## src/rtl/shift_sequencer_pkg.sv

```systemverilog
`default_nettype none
// ============================================================================
// Module   : shift_sequencer_pkg
// Purpose  : Shared definitions for the shift sequencer. It holds the op
//            encodings, the FSM state type and a helper that tells whether
//            an op is legal.
// Ports    : none (package)
// Revision : 1.0 - initial release
// ============================================================================
package shift_sequencer_pkg;

  localparam logic [2:0] OP_ROL = 3'b000;
  localparam logic [2:0] OP_ROR = 3'b001;
  localparam logic [2:0] OP_SHL = 3'b010;
  localparam logic [2:0] OP_ASR = 3'b011;
  localparam logic [2:0] OP_LSR = 3'b100;

  typedef enum logic [1:0] {
    ST_IDLE = 2'd0,
    ST_RUN  = 2'd1,
    ST_DONE = 2'd2
  } state_t;

  // Encodings above OP_LSR are reserved.
  function automatic logic op_is_legal(input logic [2:0] op);
    return (op <= OP_LSR);
  endfunction

endpackage
`default_nettype wire

```

## src/rtl/shift_sequencer_step.sv

```systemverilog
`default_nettype none
// ============================================================================
// Module   : shift_step
// Purpose  : Single-step combinational shifter/rotator. It applies a 1-bit
//            step to d and reports the bit that leaves the word.
// Ports    : d    [WIDTH-1:0] in  - operand
//            op   [2:0]       in  - operation select
//            q    [WIDTH-1:0] out - stepped value
//            cout             out - bit shifted or rotated out
// Revision : 1.0 - initial release
// ============================================================================
module shift_step
  import shift_sequencer_pkg::*;
#(
  parameter int WIDTH = 8
) (
  input  logic [WIDTH-1:0] d,
  input  logic [2:0]       op,
  output logic [WIDTH-1:0] q,
  output logic             cout
);

  always_comb begin
    q    = d;
    cout = 1'b0;
    case (op)
      OP_ROL: begin q = {d[WIDTH-2:0], d[WIDTH-1]}; cout = d[WIDTH-1]; end
      OP_ROR: begin q = {d[0], d[WIDTH-1:1]};       cout = d[0];       end
      OP_SHL: begin q = {d[WIDTH-2:0], 1'b0};       cout = d[WIDTH-1]; end
      OP_ASR: begin q = {d[WIDTH-1], d[WIDTH-1:1]}; cout = d[0];       end
      OP_LSR: begin q = {1'b0, d[WIDTH-1:1]};       cout = d[0];       end
      default: begin q = d; cout = 1'b0; end
    endcase
  end

endmodule
`default_nettype wire

```

## src/rtl/shift_sequencer.sv

```systemverilog
`default_nettype none
// ============================================================================
// Module   : shift_sequencer
// Purpose  : Multi-cycle shifter. It captures an operand, an op and a step
//            count, then applies one 1-bit step per clock. When the count
//            runs out it pulses done for one cycle.
// Ports    : clk, rst_n             - clock, async active-low reset
//            start                  - request (sampled only in IDLE)
//            op [2:0]               - ROL/ROR/SHL/ASR/LSR, others illegal
//            data_in [WIDTH-1:0]    - operand
//            count [CNT_W-1:0]      - number of 1-bit steps
//            result [WIDTH-1:0]     - shifted value, held until next start
//            carry                  - last bit shifted/rotated out
//            err                    - illegal op flag, valid with done
//            busy                   - high in RUN and DONE
//            done                   - one-cycle completion pulse
// Revision : 1.0 - initial release
// ============================================================================
module shift_sequencer
  import shift_sequencer_pkg::*;
#(
  parameter int WIDTH = 8,
  parameter int CNT_W = 4
) (
  input  logic             clk,
  input  logic             rst_n,
  input  logic             start,
  input  logic [2:0]       op,
  input  logic [WIDTH-1:0] data_in,
  input  logic [CNT_W-1:0] count,
  output logic [WIDTH-1:0] result,
  output logic             carry,
  output logic             err,
  output logic             busy,
  output logic             done
);

  localparam logic [CNT_W-1:0] c_cnt_one = CNT_W'(1);

  state_t           r_state;
  state_t           w_next;
  logic [WIDTH-1:0] r_data;
  logic [2:0]       r_op;
  logic [CNT_W-1:0] r_cnt;
  logic             r_carry;
  logic             r_err;
  logic [WIDTH-1:0] w_q;
  logic             w_cout;

  shift_step #(.WIDTH(WIDTH)) u_step (
    .d    (r_data),
    .op   (r_op),
    .q    (w_q),
    .cout (w_cout)
  );

  // State register
  always_ff @(posedge clk or negedge rst_n) begin
    if (!rst_n) r_state <= ST_IDLE;
    else        r_state <= w_next;
  end

  // Next-state logic. A zero count or an illegal op skips RUN, so there is
  // no step and the captured operand is reported unchanged.
  always_comb begin
    w_next = r_state;
    case (r_state)
      ST_IDLE: begin
        if (start) begin
          if (!op_is_legal(op) || (count == '0)) w_next = ST_DONE;
          else                                   w_next = ST_RUN;
        end
      end
      ST_RUN:  if (r_cnt == c_cnt_one) w_next = ST_DONE;
      ST_DONE: w_next = ST_IDLE;
      default: w_next = ST_IDLE;
    endcase
  end

  // Output decode
  always_comb begin
    busy = (r_state == ST_RUN) || (r_state == ST_DONE);
    done = (r_state == ST_DONE);
  end

  // Datapath. The working register is also the visible result. It only
  // changes on capture and in RUN, so it holds through DONE and IDLE.
  always_ff @(posedge clk or negedge rst_n) begin
    if (!rst_n) begin
      r_data  <= '0;
      r_op    <= OP_ROL;
      r_cnt   <= '0;
      r_carry <= 1'b0;
      r_err   <= 1'b0;
    end else begin
      case (r_state)
        ST_IDLE: begin
          if (start) begin
            r_data  <= data_in;
            r_op    <= op;
            r_cnt   <= count;
            r_carry <= 1'b0;
            r_err   <= !op_is_legal(op);
          end
        end
        ST_RUN: begin
          r_data  <= w_q;
          r_carry <= w_cout;
          r_cnt   <= r_cnt - c_cnt_one;
        end
        default: ;
      endcase
    end
  end

  assign result = r_data;
  assign carry  = r_carry;
  assign err    = r_err;

endmodule
`default_nettype wire

```

## config.mk

```make
export PLATFORM = sky130hd
export DESIGN_NAME = shift_sequencer
export DESIGN_NICKNAME = d
export VERILOG_FILES = /design/src/rtl/shift_sequencer_pkg.sv /design/src/rtl/shift_sequencer_step.sv /design/src/rtl/shift_sequencer.sv
export SDC_FILE = /design/constraint.sdc
export NUM_CORES = 1
export LEC_CHECK = 0
export CAP_MARGIN = 20
export CORE_UTILIZATION = 50
export DETAILED_ROUTE_END_ITERATION = 16
export PLACE_DENSITY = 0.9
export SLEW_MARGIN = 40
export SYNTH_ARGS = -nofsm -noshare
export SYNTH_HDL_FRONTEND = slang
export SYNTH_HIERARCHICAL = 1
export SYNTH_SLANG_ARGS = --single-unit
```

## constraint.sdc

```tcl
create_clock -name clk -period 2.7 [get_ports clk]
set_input_delay 0.81 -clock clk [delete_from_list [all_inputs] [get_ports clk]]
set_output_delay 0.81 -clock clk [all_outputs]
set_load 0.01 [all_outputs]
```

==> out/metrics.csv <==
metric,value,unit
wirelength,3310,um
viasPerCell,6.07,
path_cells,inv_1 > ha_1 > clkdlybuf4s50_1,
syn_nets,180,
cpMaxStageDelayCell,clkdlybuf4s50_1,
grt_pass1_vias,1197,
r2r_setup_slack,770,ps
endpoint_kind,output pin,
p_leak,0.708,nW
grt_use_total,23.8,%
numPortBuffers,29,
final_cells,212,
netlist_top_cells_count,"nand2_1 (20), dfrtp_1 (19), o21ai_0 (19), mux2_2 (10), mux2i_1 (10)",
r2r_cells,5,
dp_cells,208,
cp_data_required_time,1890,ps
min_period_over_period,89.1,%
holdCritStartpoint,err$_DFFE_PN0P_,
holdPathStages,2,
synth.most_common_cell,nand2_1,
slew_violations,0,
ir_worst_vdd,0.789,mV
worstSetupPathType,flip-flop to output pin,
cts_num_sinks,19,
rsz0062_at_grt,no,
synth_top_area_cell,dfrtp_1,
clock-skew-final,13.1,ps
diodes,0,
min_period,2410,ps
yosysWarnings,6,
cts_tree,built,
powerDensity,1210,nW/um^2
grt_pass1_wl,5150,um
post-dp-hpwl,2400,um
start_util,55.0,%
io-pin-count,30,
path_delay_family,buffers and inverters,
r2r-end,carry$_DFFE_PN0P_,
r2r_start,r_op[2]$_DFFE_PN0P_,
ys_ff_latch,19,
synth_cell_types,37,
antenna_left,0,
postCtsResizedCells,0,
layout-area-overhead-vs-synth,22.4,%
antenna_found_initial,0,
die_w,55.2,um
initialDrtViolationCount,39,
clk_latency,310,ps
cts_hold_buffers,0,
yosys_most_used_dff,dfrtp_1,
worstSetupStartpointType,flip-flop,
drcViolationCount,0,
ys_seq_area_share,33.7,%
cts_buffer_depth,2,
crit_arrival,1600,ps
cts-htree-levels,1,
cts_inserted_buffers,3,
hold_viol_final,0,
status,completed,
crit_path_max_fanout,3,
firstDrtPassIters,4,
path_buf_inv,2,
min_to,err$_DFFE_PN0P_,
synthCells,157,
root_buffer,clkbuf_4,
worst_pin_slew,796,ps
fmax,0.416,GHz
clk_pin_slew,120,ps
dieHeight,55.2,um
vias,1287,
rows,18,
drive_gt1_share,11.5,%
synth_edf_count,0,
setup_viol,0,
fin_nets,206,
slew_headroom,47.0,%
hold_class,flip-flop to flip-flop,
tns,0,ps
synthesis.area,1410,sq um
post_cts_buffers,0,
netlist_top_cells_area,"dfrtp_1 (34%), mux2_2 (8.0%), mux2i_1 (7.1%)",
grt_overflow,0,
dieArea,3040,sq um
yosys.area.top_type_share,33.7,%
async_reset_ff_share,100,%
gp_congestion,0.817,
max-cap-violations,0,
avgSynthCellArea,9.00,sq um
cp_slowest_stage_delay,530,ps
core_area,2570,sq um
wl_per_cell,15.6,um
grt_max_degree,26,
-- worst max-delay path by stage --
stage                                        end  slack, ps  cells after the start                   start
after detailed placement  r_state[1]$_DFFE_PN0P_        340                      4                count[0]
after global placement    r_state[1]$_DFFE_PN0P_        410                      4                count[0]
after global routing                        busy        230                      3  r_state[1]$_DFFE_PN0P_
after floorplan           r_state[1]$_DFFE_PN0P_        870                      3                count[1]
after CTS                                   busy        270                      3  r_state[0]$_DFFE_PN0P_
final                                       busy        290                      3  r_state[0]$_DFFE_PN0P_
-- tightest hold or removal path: stages, from the launching register on --
cell     delay, ps
dfrtp_1        360
nand2_1         40
o21ai_0         70
-- per-stage QoR --
stage | area [sq um] | util, % | hold WS (ps) | setup WS, ps | power, mW
finish | 1730 | 67.3 | 505 | 294 | 2.10
global route | 1730 | 67.3 | 541 | 227 | 2.26
CTS | 1730 | 67.3 | 512 | 272 | 2.09
detailed placement | 1700 | 66.3 | 484 | 345 | 1.94
global placement | 1700 | 66.3 | 470 | 408 | 1.86
floorplan | 1410 | - | 472 | 871 | 1.56
-- cell type report --
type / instances / area [sq um]
clock buffers: 3 / 22.5
repair buffers: 33 / 320
fillers: 218 / 838
flip-flops and latches: 19 / 475
multi-input cells: 118 / 838
clock inverters: 1 / 5.00
well taps: 30 / 37.5
inverters: 8 / 30.0
-- logic make-up (layout without fill, tap and decap cells) --
family | count (synthesis) | after routing | synth area share [%]
multiplexers | 22 | 22 | 17.2
flip-flops | 19 | 19 | 33.7
AND/OR/NAND/NOR | 42 | 42 | 14.5
AO/OA/AOI/OAI | 49 | 49 | 23.2
buffers and inverters | 20 | 45 | 7.00
adder cells (fa/ha/maj) | 5 | 5 | 4.43
-- where the power goes --
| part | leakage, nW | switching [mW] | total (mW) | internal (mW) |
|---|---|---|---|---|
| clock | 0.0177 | 0.0927 | 0.148 | 0.0553 |
| combinational | 0.458 | 0.576 | 1.25 | 0.677 |
| sequential | 0.233 | 0.275 | 0.698 | 0.423 |
| total | 0.708 | 0.943 | 2.10 | 1.16 |
-- sequential cells by signal, summed over array words and instances (netlist names) --
name / count
carry: 1
r_op: 3
err: 1
r_cnt: 4
result: 8
r_state: 2
-- placed cells by master, fill, tap and decap left out, types with 2 or more instances in the layout --
| cell | count |
|---|---|
| clkbuf_4 | 3 |
| mux2_2 | 10 |
| inv_1 | 8 |
| nor2_1 | 4 |
| ha_1 | 5 |
| o21ai_0 | 19 |
| a2bb2oi_1 | 7 |
| o211ai_1 | 4 |
| mux2i_1 | 10 |
| nor3_1 | 2 |
| mux2_4 | 2 |
| nor3b_1 | 3 |
| buf_4 | 4 |
| nand2b_1 | 2 |
| a32oi_1 | 2 |
| o21ai_1 | 2 |
| dfrtp_1 | 19 |
| nor2b_1 | 3 |
| nand2_1 | 20 |
| a31oi_1 | 2 |
| nand3_1 | 4 |
| a21oi_1 | 3 |
| clkdlybuf4s50_1 | 29 |
-- routing by layer --
metal	wire, um	global-route usage, %	vias to the layer above
li1	-	-	623
met1	1470	28.2	616
met2	1700	45.0	44
met4	33	7.92	0
met3	119	1.64	4
met5	0	0	-
(Power assumes the default switching activity.)
